File: src/rtl/alu_pkg.sv
// -----------------------------------------------------------------------------
// alu_pkg
// Shared definitions for the multiply issue block:
//   - mul_state_e : issue FSM state encoding
//   - INT_MIN     : the one two's-complement value with no positive magnitude
//   - tc_to_sm    : two's complement -> sign-magnitude (bit 31 sign, 30:0 |x|)
//   - sm_to_tc    : sign-magnitude -> two's complement
// -----------------------------------------------------------------------------
package alu_pkg;

    typedef enum logic [1:0] {
        ST_IDLE   = 2'd0,
        ST_LAUNCH = 2'd1,
        ST_WAIT   = 2'd2,
        ST_RESP   = 2'd3
    } mul_state_e;

    localparam logic [31:0] INT_MIN = 32'h8000_0000;

    // Low 31 bits of |x| are the low 31 bits of the negation, so the
    // negation is done directly at 31 bits. INT_MIN maps to "negative zero";
    // the issue logic handles that operand on its fast path instead.
    function automatic logic [31:0] tc_to_sm(input logic [31:0] x);
        logic [30:0] mag;
        mag = x[31] ? (~x[30:0] + 31'd1) : x[30:0];
        return {x[31], mag};
    endfunction

    function automatic logic [31:0] sm_to_tc(input logic [31:0] r);
        logic [31:0] mag;
        mag = {1'b0, r[30:0]};
        return r[31] ? (~mag + 32'd1) : mag;
    endfunction

endpackage

File: src/rtl/sm_conv.sv
// -----------------------------------------------------------------------------
// sm_conv
// Combinational number-format converter between two's complement and
// sign-magnitude. TO_SM selects the direction.
// Ports:
//   din  [31:0] : value in the source format
//   dout [31:0] : value in the destination format
// -----------------------------------------------------------------------------
module sm_conv
    import alu_pkg::*;
#(
    parameter bit TO_SM = 1'b1
) (
    input  logic [31:0] din,
    output logic [31:0] dout
);

    generate
        if (TO_SM) begin : g_to_sm
            assign dout = tc_to_sm(din);
        end else begin : g_to_tc
            assign dout = sm_to_tc(din);
        end
    endgenerate

endmodule

File: src/rtl/mul_issue.sv
// -----------------------------------------------------------------------------
// mul_issue
// Issues one signed 32-bit multiply at a time to an external sign-magnitude
// multiplier and returns the two's-complement product on a valid/ready
// writeback handshake. Zero and INT_MIN operands are resolved locally without
// launching the multiplier. A WAIT-cycle watchdog turns a lost multiplier
// completion into an error response. All outputs are registered.
// Ports:
//   i_clk, i_rst                    : clock, async active-high reset
//   i_req_valid, o_req_ready        : request handshake (ready only in IDLE)
//   i_op_a, i_op_b, i_rd            : two's-complement operands, dest tag
//   o_mul_valid, o_mul_a, o_mul_b   : launch pulse + sign-magnitude operands
//   i_mul_valid, i_mul_result       : multiplier completion + SM product
//   o_rsp_valid, i_rsp_ready        : writeback handshake
//   o_rsp_data, o_rsp_rd, o_rsp_err : product (two's complement), tag, error
//   o_busy                          : high whenever not IDLE
// -----------------------------------------------------------------------------
module mul_issue
    import alu_pkg::*;
#(
    parameter int MUL_TIMEOUT = 63
) (
    input  logic        i_clk,
    input  logic        i_rst,
    input  logic        i_req_valid,
    output logic        o_req_ready,
    input  logic [31:0] i_op_a,
    input  logic [31:0] i_op_b,
    input  logic [4:0]  i_rd,
    output logic        o_mul_valid,
    output logic [31:0] o_mul_a,
    output logic [31:0] o_mul_b,
    input  logic        i_mul_valid,
    input  logic [31:0] i_mul_result,
    output logic        o_rsp_valid,
    input  logic        i_rsp_ready,
    output logic [31:0] o_rsp_data,
    output logic [4:0]  o_rsp_rd,
    output logic        o_rsp_err,
    output logic        o_busy
);

    localparam int                CNT_W    = $clog2(MUL_TIMEOUT + 1);
    // Value of the counter during the last permitted WAIT cycle.
    localparam logic [CNT_W-1:0] CNT_LAST = CNT_W'(MUL_TIMEOUT - 1);

    mul_state_e       state_q, state_d;
    logic [CNT_W-1:0] cnt_q, cnt_d;

    logic [31:0] op_a_sm, op_b_sm, result_tc;
    logic [31:0] mul_a_d, mul_b_d, rsp_data_d;
    logic [4:0]  rsp_rd_d;
    logic        rsp_err_d;

    logic accept;
    logic fast_zero, fast_min, min_other_odd;

    sm_conv #(.TO_SM(1'b1)) u_conv_a   (.din(i_op_a),       .dout(op_a_sm));
    sm_conv #(.TO_SM(1'b1)) u_conv_b   (.din(i_op_b),       .dout(op_b_sm));
    sm_conv #(.TO_SM(1'b0)) u_conv_res (.din(i_mul_result), .dout(result_tc));

    // o_req_ready is a registered decode of IDLE, so acceptance never depends
    // combinationally on the writeback side.
    assign accept = o_req_ready & i_req_valid;

    // INT_MIN has no 31-bit magnitude; its product is 2^31 * other, which
    // wraps to INT_MIN for an odd multiplier and to 0 for an even one.
    assign fast_zero     = (i_op_a == '0) || (i_op_b == '0);
    assign fast_min      = (i_op_a == INT_MIN) || (i_op_b == INT_MIN);
    assign min_other_odd = (i_op_a == INT_MIN) ? i_op_b[0] : i_op_a[0];

    always_comb begin
        // NOTE: every value written here gets a default first; a path that
        // leaves one unassigned would infer a latch.
        state_d    = state_q;
        cnt_d      = cnt_q;
        mul_a_d    = o_mul_a;
        mul_b_d    = o_mul_b;
        rsp_data_d = o_rsp_data;
        rsp_rd_d   = o_rsp_rd;
        rsp_err_d  = o_rsp_err;

        unique case (state_q)
            ST_IDLE: begin
                if (accept) begin
                    rsp_rd_d  = i_rd;
                    rsp_err_d = 1'b0;
                    if (fast_zero) begin
                        state_d    = ST_RESP;
                        rsp_data_d = '0;
                    end else if (fast_min) begin
                        state_d    = ST_RESP;
                        rsp_data_d = min_other_odd ? INT_MIN : '0;
                    end else begin
                        // The operand registers also carry the operand signs.
                        state_d = ST_LAUNCH;
                        mul_a_d = op_a_sm;
                        mul_b_d = op_b_sm;
                    end
                end
            end

            ST_LAUNCH: begin
                state_d = ST_WAIT;
                cnt_d   = '0;
            end

            ST_WAIT: begin
                // Completion wins over the timeout in the final WAIT cycle.
                if (i_mul_valid) begin
                    state_d    = ST_RESP;
                    rsp_data_d = result_tc;
                    rsp_err_d  = 1'b0;
                    cnt_d      = '0;
                end else if (cnt_q == CNT_LAST) begin
                    state_d    = ST_RESP;
                    rsp_data_d = '0;
                    rsp_err_d  = 1'b1;
                    cnt_d      = '0;
                end else begin
                    cnt_d = cnt_q + CNT_W'(1);
                end
            end

            ST_RESP: begin
                if (i_rsp_ready) begin
                    state_d = ST_IDLE;
                end
            end

            default: state_d = ST_IDLE;
        endcase
    end

    // Status outputs are decoded from the next state so they are registered
    // yet line up with the state they describe.
    always_ff @(posedge i_clk or posedge i_rst) begin
        if (i_rst) begin
            state_q     <= ST_IDLE;
            cnt_q       <= '0;
            o_req_ready <= 1'b1;
            o_mul_valid <= 1'b0;
            o_mul_a     <= '0;
            o_mul_b     <= '0;
            o_rsp_valid <= 1'b0;
            o_rsp_data  <= '0;
            o_rsp_rd    <= '0;
            o_rsp_err   <= 1'b0;
            o_busy      <= 1'b0;
        end else begin
            // NOTE: non-blocking assignments so every register samples the
            // pre-edge values regardless of statement order.
            state_q     <= state_d;
            cnt_q       <= cnt_d;
            o_req_ready <= (state_d == ST_IDLE);
            o_mul_valid <= (state_d == ST_LAUNCH);
            o_mul_a     <= mul_a_d;
            o_mul_b     <= mul_b_d;
            o_rsp_valid <= (state_d == ST_RESP);
            o_rsp_data  <= rsp_data_d;
            o_rsp_rd    <= rsp_rd_d;
            o_rsp_err   <= rsp_err_d;
            o_busy      <= (state_d != ST_IDLE);
        end
    end

endmodule

File: config.mk
export PLATFORM = sky130hd
export DESIGN_NAME = mul_issue
export DESIGN_NICKNAME = d
export VERILOG_FILES = /design/src/rtl/alu_pkg.sv /design/src/rtl/sm_conv.sv /design/src/rtl/mul_issue.sv
export SDC_FILE = /design/constraint.sdc
export NUM_CORES = 1
export LEC_CHECK = 0
export ABC_CLOCK_PERIOD_IN_PS = 5000
export BUFFER_PORTS_ARGS = -buffer_cell sky130_fd_sc_hd__buf_2
export CAP_MARGIN = 15
export CORE_MARGIN = 2
export CORE_UTILIZATION = 46
export CTS_BUF_LIST = sky130_fd_sc_hd__clkbuf_2
export CTS_CLUSTER_DIAMETER = 50
export CTS_CLUSTER_SIZE = 8
export DETAILED_ROUTE_END_ITERATION = 8
export PLACE_DENSITY = 0.74
export SYNTH_ARGS = -nofsm -noshare
export SYNTH_HDL_FRONTEND = slang
export SYNTH_SLANG_ARGS = --single-unit
File: constraint.sdc
create_clock -name i_clk -period 5 [get_ports i_clk]
set_input_delay 0.5 -clock i_clk [delete_from_list [all_inputs] [get_ports i_clk]]
set_output_delay 0.5 -clock i_clk [all_outputs]
set_load 0.02 [all_outputs]
# Yosys cells after proc, flatten, opt, wreduce, memory -nomap -nowiden
# Cells that the tools add are included.
[classes]
mux = 25
add_sub_neg = 4
n_eq_ne = 11
n_bitwise = 6
reduce_logical = 13
[ops]
columns = ["op", "n"]
rows = [
  ["two-way mux 32 bit", 7],
  ["== test 32 bit (second input constant)", 2],
  ["zero test 32 bit", 2],
  ["case mux 32 bit (2 select lines)", 1],
  ["adder 31 x 1 -> 31 bit (second input constant)", 2],
  ["two-way mux 31 bit", 2],
  ["NOT 31 bit", 2],
  ["adder 32 x 1 -> 32 bit (second input constant)", 1],
  ["NOT 31 -> 32 bit", 1],
  ["two-way mux 2 bit", 6],
  ["two-way mux 6 bit", 2],
  ["case mux 6 bit (2 select lines)", 1],
  ["case mux 2 bit (4 select lines)", 1],
  ["AND reduction 4 bit", 2],
  ["adder 6 x 1 -> 6 bit (second input constant)", 1],
  ["== test 2 bit (second input constant)", 3],
  ["== test 6 bit (second input constant)", 1],
  ["!= test 3 bit (second input constant)", 2],
  ["nonzero test 2 bit", 3],
  ["== test 2 x 1 -> 1 bit (second input constant)", 2],
  ["zero test 2 bit", 2],
  ["two-way mux 1 bit", 4],
  ["AND reduction 3 bit", 1],
  ["logical OR 1 bit", 2],
  ["5 further kinds", 6],
]
[word_totals]
output_inout_bits = 106
inputBits = 106
register_bits = 114
word_cells = 70

# Longest topological paths before layout
# Gate-level depths: netlist of the first run.
[logic_depth]
depth_word = 7
mapped_depth = 10
mapped_depth_nobuf = 8

# Hierarchy
# From an unflattened synthesis of the first run, not the netlist that was laid out.
[hier_totals]
cells_unflattened = 645
hier_area_um2 = 6921.6
[by_module_without_submodules]
columns = ["mod", "n_inst", "area_per_inst_um2", "cells_each", "seq_area_each_um2"]
rows = [
  ["mul_issue", 1, 4840.9, 354, 2854.0],
  ["sm_conv at u_conv_a ...", 2, 664.4, 95, 0.0],
  ["sm_conv at u_conv_res", 1, 752.0, 101, 0.0],
]

# Worst setup path before layout of the first run
# Ideal clock, no wire load.
[synth_timing]
kind = "input to register"
start = "input i_op_b[0]"
end = "register o_rsp_data[10]"
setup_slack_ps = 2254
setup_time_ps = 125
path_buffers = 1
arrival_time_ps = 2621
t_required_ps = 4875
path_stages = 9
path_cell_list = "inv_1 ha_1 or3b_2 or3_1 nor4_2 a21oi_2 o21ai_4 buf_6 mux2_2"
[synth_between]
elab_chain_len = 5
elab_cells_between_ends = 9
cone_classes = "eq/ne: 2; mux: 3; reduce/logical: 4"
[synth_rtl]
columns = ["item", "line", "text"]
rows = [
  ["from (decl)", "mul_issue.sv:28", "input logic [31:0] i_op_b,"],
  ["zero test 32 bit", "mul_issue.sv:68", "assign fast_zero = (i_op_a == '0) || (i_op_b == '0);"],
  ["logical OR 1 bit", "mul_issue.sv:68", ""],
  ["two-way mux 32 bit", "mul_issue.sv:88", "if (fast_zero) begin"],
  ["two-way mux 32 bit", "mul_issue.sv:85", "if (accept) begin"],
  ["case mux 32 bit (2 select lines)", "mul_issue.sv:83", "unique case (state_q)"],
  ["to (signal assigned)", "mul_issue.sv:160", "o_rsp_data <= rsp_data_d;"],
  ["to (decl)", "mul_issue.sv:37", "output logic [31:0] o_rsp_data,"],
]
# Parallel ways exist; a longest one is shown, timed or not. The select of a mux whose other input is x is not followed.
# A chain may end at the register's enable or synchronous reset.

# Worst setup path after layout of the first run
[layout_timing]
start = "input i_op_b[0]"
end = "register o_rsp_data[16]"
# The elaborated chain is that of the path after synthesis.

==> reports/qor.txt, run 1 <==
status - complete, no violations
GPL Wtd Cong - 0.826
Synth Instances - 678
final setup margin - 2.09 ns
Final Max Slew Viols - 0
Max clock buf depth - 2
CP max FO - 31
Fillers - 1284
minimum clock period - 2.91 ns
FF/Latch Area - 2850 µm²
port bufs - 211
mapped cell area - 6540 µm²
Post-DRT Antenna Nets - 0
n_diodes - 0
syn avg cell area - 9.64 µm²
area taken by multi-input logic gates - 3470 µm²
Syn Nets - 794
layout cell share with drive strength beyond 1 - 33.6%
crit-path leading delay family - simple AND/OR/NAND/NOR gates
Cell Chain, Critical Path - buf_2 -> inv_1 -> ha_1 -> or3b_2 -> or3_1 -> nor4_2 -> a21oi_2 -> o21ai_4 -> mux2_2
post-synth top area cell - dfrtp_1
CTS buffer count - 17
DRC violations left - 0
ys flop type - dfrtp_1
clk sinks - 114
Hold Startpoint - i_op_a[0]
reg2reg start - state_q[0]$_DFF_PP0_
H-Tree Level Count - 4
Reg2Reg Capture Point - o_mul_b[31]$_DFFE_PP0P_
CP Data Arrival Time - 3.47 ns
initial drt markers - 352
die height - 123 µm
Die X - 123 µm
via count - 5776
worst-skew pair later-pin latency - 0.68 ns
drt first pass iters - 5
setup violators final - 0
Worst R2R Path Depth - 6
synth top area cells - dfrtp_1 43%, xor2_1 10%, mux2_2 7.9%
Synth Register Bits - 114
Leak - 3.70 nW
die area - 15200 µm²
hold_ws - 0.110 ns
Core Box Area - 13900 µm²
FMAX - 0.344 GHz
final hold vios - 0
skew final - 0.0253 ns
EDFF count, synth - 0
post-synth top area share - 43.3%
GRT Util Overall - 21.8%
vias in the first global route - 5410
setup bufs post-CTS - 0
crit-path max cell delay - 0.78 ns
startpoint types - input port
Critical Path Sink Type - flip-flop
Critical-path top delay cell - o21ai_4
Detail Placement HPWL - 11.9 mm
CTS tree - built
library cells used by synthesis - 49
Slew headroom - 25.0%
Clk pin slew, worst setup/hold paths - 0.16 ns
Hold Path Depth - 2
post-DR vias/cell - 5.38
final net count - 999
data required time at the worst endpoint - 5.56 ns
Power Dens Cells - 512 nW/µm²
worst min path class - input port to flip-flop
WS Path Type - input port to flip-flop
setup TNS - 0 ns
r2r setup slk - 2.12 ns
Rows - 43
num ports - 212
drt wl/cell - 15.1 µm
Least-Margin Pin Slew - 1.12 ns
Tcrit/Tclk final - 58.2%
hold-critical path endpoint - o_mul_a[0]$_DFFE_PP0P_
synth warn - 0
RSZ-0062 raised after global routing - false
first-pass GRT wire length - 26.3 mm
initial core utilization - 47.1%
initial antenna violation count - 0
Seq/Total Area, Yosys - 43.7%
Synth-to-Final Area Change - 21.4%
Clock Tree Root - clkbuf_2
FFs w/ async S/R, synth - 100%
grt total ovfl - 0
dpl ws - 1.34 ns
routed wire length - 16.2 mm
Buf/Inv on CP - 2
largest net degree at the start of global routing - 120
peak supply drop - 245 µV
max cap viols - 0
-- registers in the layout, summed over array words and instances, names as in the netlist --
name and cells:
state_q 2, o_mul_valid 1, cnt_q 6, o_rsp_valid 1
o_rsp_rd 5, o_busy 1, o_req_ready 1, o_mul_b 32
o_rsp_err 1, o_mul_a 32, o_rsp_data 32
-- power by group --
part / total (W) / switching [W] / internal (W)
registers: 0.00156 / 0.000214 / 0.00135
logic: 0.00195 / 0.00122 / 0.000724
clock network: 0.000551 / 0.000336 / 0.000215
-- kinds of logic after synthesis --
kind of cell               share of synthesized area [%]
buffers and inverters                               3.24
xor gates and xnor gates                            11.8
and+or+nand+nor                                     16.6
adders and majority gates                           1.91
muxes                                               8.88
DFF                                                 43.7
AOI/OAI and AO/OA                                   13.9
-- cells in the mapped netlist (9+ instances only) --
| library cell | instances |
|---|---|
| a21oi_1 | 59 |
| o31ai_1 | 26 |
| inv_1 | 15 |
| nor4_1 | 11 |
| or3_1 | 11 |
| ha_1 | 10 |
| nor3_1 | 9 |
| o21ai_0 | 30 |
| nor2_1 | 94 |
| dfrtp_1 | 113 |
| mux2_2 | 46 |
| xor2_1 | 78 |
| xnor2_1 | 10 |
| or4_1 | 12 |
| clkbuf_1 | 21 |
| o41ai_1 | 19 |
| nand2_1 | 35 |
-- cell usage in the layout (no fill, tap or decap), types with 12 or more instances in the layout --
cell / Yosys / routed
o21ai_0: 30 / 30
o31ai_1: 26 / 26
xor2_1: 78 / 78
clkbuf_2: 0 / 19
o41ai_1: 19 / 19
or4_1: 12 / 12
nor2_1: 94 / 94
inv_1: 15 / 14
nand2_1: 35 / 35
a21oi_1: 59 / 59
buf_2: 7 / 211
mux2_2: 46 / 46
dfrtp_1: 113 / 113
-- worst max-delay path by stage --
stage,from,end,slack [ns],cells past startpoint
4_1_cts,i_op_b[0],o_rsp_data[16]$_DFFE_PP0P_,2.11,9
3_3_place_gp,i_op_b[0],o_rsp_data[13]$_DFFE_PP0P_,1.38,9
5_1_grt,state_q[0]$_DFF_PP0_,o_mul_b[31]$_DFFE_PP0P_,1.90,6
3_5_place_dp,i_op_b[0],o_rsp_data[24]$_DFFE_PP0P_,1.34,9
6_report,i_op_b[0],o_rsp_data[16]$_DFFE_PP0P_,2.09,9
2_1_floorplan,i_rst,cnt_q[0]$_DFFE_PP0P_,1.49,1
-- through the flow --
stage          instance area (µm²)  power, W  utilization [%]  cells
2_1_floorplan                 6540   0.00287                -    678
3_3_place_gp                  7680   0.00350             55.4   1038
3_5_place_dp                  7680   0.00355             55.4   1038
4_1_cts                       7930   0.00411             57.2   1073
5_1_grt                       7930   0.00438             57.2   1073
6_report                      7930   0.00406             57.2   1073
-- layout make-up --
cell class              count  area share [%]
flip-flops and latches    114            36.0
repair buffers            219            14.3
clock inverters            10            1.20
clock buffers              19            1.20
multi-input cells         516            43.8
well taps                 180            2.84
inverters                  15           0.741
-- timing repair --
item,in CTS,in global routing
endpoints found under the hold margin,65,0
resized for setup,0,0
hold buffers,6,0
-- per-layer routing --
metal	up-vias	share of wire (%)	track usage (%)
li1	2839	-	-
met4	0	1.4	7.39
met3	18	7.7	6.60
met1	2736	44	28.7
met5	-	0	0
met2	183	46	34.3
No activity file was read; power rests on OpenSTA's default activity.
==> run 2, diff against run 1 <==
ABC_CLOCK_PERIOD_IN_PS = 2800   (was 5000)
clock period = 2.8 ns   (was 5 ns; I/O delays follow)
==> reports/qor.txt, run 2 (synthesis results as in run 1) <==
drt first pass iters - 4 (was 5)
final setup margin - 0.0456 ns (was 2.09 ns)
crit-path leading delay family - buffers and inverters (was simple AND/OR/NAND/NOR gates)
Final Max Slew Viols - 0 (unchanged)
Met2 Wirelength - 9.71 mm (was 7.53 mm)
Leak - 4.33 nW (was 3.70 nW)
setup violators final - 0 (unchanged)
max cap viols - 0 (unchanged)
final hold vios - 0 (unchanged)
Max clock buf depth - 2 (unchanged)
largest registers in the final layout - o_mul_a x32, o_mul_b x32, o_rsp_data x32 (unchanged)
dpl ws - 0.00399 ns (was 1.34 ns)
CP Data Arrival Time - 3.37 ns (was 3.47 ns)
Buf/Inv on CP - 4 (was 2)
post-DR vias/cell - 5.39 (was 5.38)
crit-path max cell delay - 0.57 ns (was 0.78 ns)
GPL Wtd Cong - 0.818 (was 0.826)
Power Dens Cells - 806 nW/µm² (was 512 nW/µm²)
Placed Cells - 1063 (was 1038)
initial drt markers - 370 (was 352)
worst min path class - input port to flip-flop (unchanged)
final net count - 1138 (was 999)
first-pass GRT wire length - 30.1 mm (was 26.3 mm)
Layout Cells excl Fill - 1213 (was 1073)
port bufs - 211 (unchanged)
drt wl/cell - 15.8 µm (was 15.1 µm)
vias in the first global route - 6442 (was 5410)
DRC violations left - 0 (unchanged)
Clock Tree Root - clkbuf_2 (unchanged)
most common cell after layout, fill and taps aside - buf_2 (unchanged)
GRT Util Overall - 25.2% (was 21.8%)
layout cell share with drive strength beyond 1 - 32.2% (was 33.6%)
Rows - 43 (unchanged)
top sig layer - met4 (unchanged)
clk sinks - 114 (unchanged)
die height - 123 µm (unchanged)
H-Tree Level Count - 4 (unchanged)
CP dominant cell by count - dlygate4sd3_1
Critical-path top delay cell - dlygate4sd3_1 (was o21ai_4)
Slew headroom - 63.8% (was 25.0%)
minimum clock period - 2.75 ns
skew final - 0.0297 ns (was 0.0253 ns)
Cell Chain, Critical Path - dlygate4sd3_1 -> buf_2 -> or3b_2 -> or3_4 -> buf_4 -> nand2b_4 -> o41ai_2 -> xor2_1 -> dlygate4sd3_1 -> a21oi_1 (was buf_2 -> inv_1 -> ha_1 -> or3b_2 -> or3_1 -> nor4_2 -> a21oi_2 -> o21ai_4 -> mux2_2)
data required time at the worst endpoint - 3.41 ns (was 5.56 ns)
setup bufs post-CTS - 0 (unchanged)
Post-DRT Antenna Nets - 0 (unchanged)
status - complete, no violations (unchanged)
CTS tree - built (unchanged)
Clk pin slew, worst setup/hold paths - 0.16 ns (about the same)
Metal-1 WL - 7.75 mm (was 7.21 mm)
most frequent cells in the layout - 211 x buf_2, 120 x dlygate4sd3_1, 113 x dfrtp_1 (was 211 x buf_2, 113 x dfrtp_1, 94 x nor2_1)
via count - 6539 (was 5776)
Least-Margin Pin Slew - 0.544 ns (was 1.12 ns)
Tcrit/Tclk final - 98.4%
WS Path Type - input port to flip-flop (unchanged)
Critical Path Sink Type - flip-flop (unchanged)
peak supply drop - 462 µV (was 245 µV)
worst-skew pair later-pin latency - 0.69 ns (was 0.68 ns)
CTS buffer count - 17 (unchanged)
routed wire length - 19.2 mm (was 16.2 mm)
n_diodes - 0 (unchanged)
Synth-to-Final Area Change - 43.4% (was 21.4%)
Detail Placement HPWL - 12.5 mm (was 11.9 mm)
initial antenna violation count - 0 (unchanged)
largest net degree at the start of global routing - 61 (was 120)
startpoint types - input port (unchanged)
WL met3 - 1.17 mm (was 1.25 mm)
initial core utilization - 47.1% (unchanged)
num ports - 212 (unchanged)
FMAX - 0.363 GHz
Die X - 123 µm (unchanged)
die area - 15200 µm² (unchanged)
grt total ovfl - 0 (unchanged)
CP max FO - 7 (was 31)
Core Box Area - 13900 µm² (unchanged)
==> run 2: cell count changes in the layout (fill, tap and decap cells not counted), sizes merged <==
cell / delta
dlygate4sd3: +114
buf: +25
clkbuf: +2
clkinvlp: +2
bufinv: -1
clkinv: -1
inv: -1
==> run 2: path summary, 6_finish.rpt <==
kind | start | to | slack, ns | cells after the start
max | i_op_b[2] | o_mul_b[18]$_DFFE_PP0P_ | 0.05 | 10
min | i_mul_result[29] | o_rsp_data[29]$_DFFE_PP0P_ | 0.09 | 4
max reg2reg | cnt_q[0]$_DFFE_PP0P_ | o_rsp_err$_DFFE_PP0P_ | 0.39 | 8
min reg2reg | o_rsp_data[10]$_DFFE_PP0P_ | o_rsp_data[10]$_DFFE_PP0P_ | 0.52 | 1
max in group asynchronous | i_rst | o_mul_b[25]$_DFFE_PP0P_ | 1.81 | 4
min in group asynchronous | i_rst | cnt_q[0]$_DFFE_PP0P_ | 0.11 | 3
==> run 2: final cells by class <==
cell class | count | area (µm²)
Multi-Input combinational cell | 516 | 3510
Clock buffer | 21 | 105
Clock inverter | 9 | 67.6
Fill cell | 1046 | 4510
Inverter | 15 | 60.1
Sequential cell | 114 | 2850
Tap cell | 180 | 225
Timing Repair Buffer | 358 | 2550
==> run 2: per-stage QoR <==
| step | power (W) | utilization (%) | instance area, µm² | setup TNS (ns) | hold WS, ns |
|---|---|---|---|---|---|
| 6_report | 0.00756 | 67.5 | 9370 | 0 | 0.0939 |
| 2_1_floorplan | 0.00512 | - | 6540 | 0 | 0.431 |
| 3_5_place_dp | 0.00646 | 57.3 | 7960 | 0 | 0.285 |
| 4_1_cts | 0.00754 | 67.2 | 9330 | 0 | 0.0284 |
| 5_1_grt | 0.00806 | 67.5 | 9370 | -0.00475 | 0.0862 |
| 3_3_place_gp | 0.00636 | 57.3 | 7960 | 0 | 0.284 |
==> run 2: worst min-delay path, stage by stage <==
cell      delay [ns]
buf_2           0.11
nand2b_1        0.06
o221ai_1        0.17
mux2_2          0.14
==> run 2: power breakdown <==
group          internal (W)  switching (W)  total (W)
clock network      0.000308       0.000600   0.000908
registers           0.00241       0.000402    0.00281
logic               0.00153        0.00231    0.00384
total               0.00425        0.00331    0.00756
==> run 2: metal layers <==
layer / vias to the layer above / GRT usage (%)
met5: - / 0
met4: 0 / 10.8
met3: 51 / 6.04
met2: 228 / 44.2
met1: 3145 / 29.4
li1: 3115 / -
==> run 2: timing repair <==
action | in CTS | in global routing
hold endpoints to repair | 196 | 0
setup endpoints to repair | 0 | 4
resized for setup | 0 | 9
hold buffers | 120 | 0
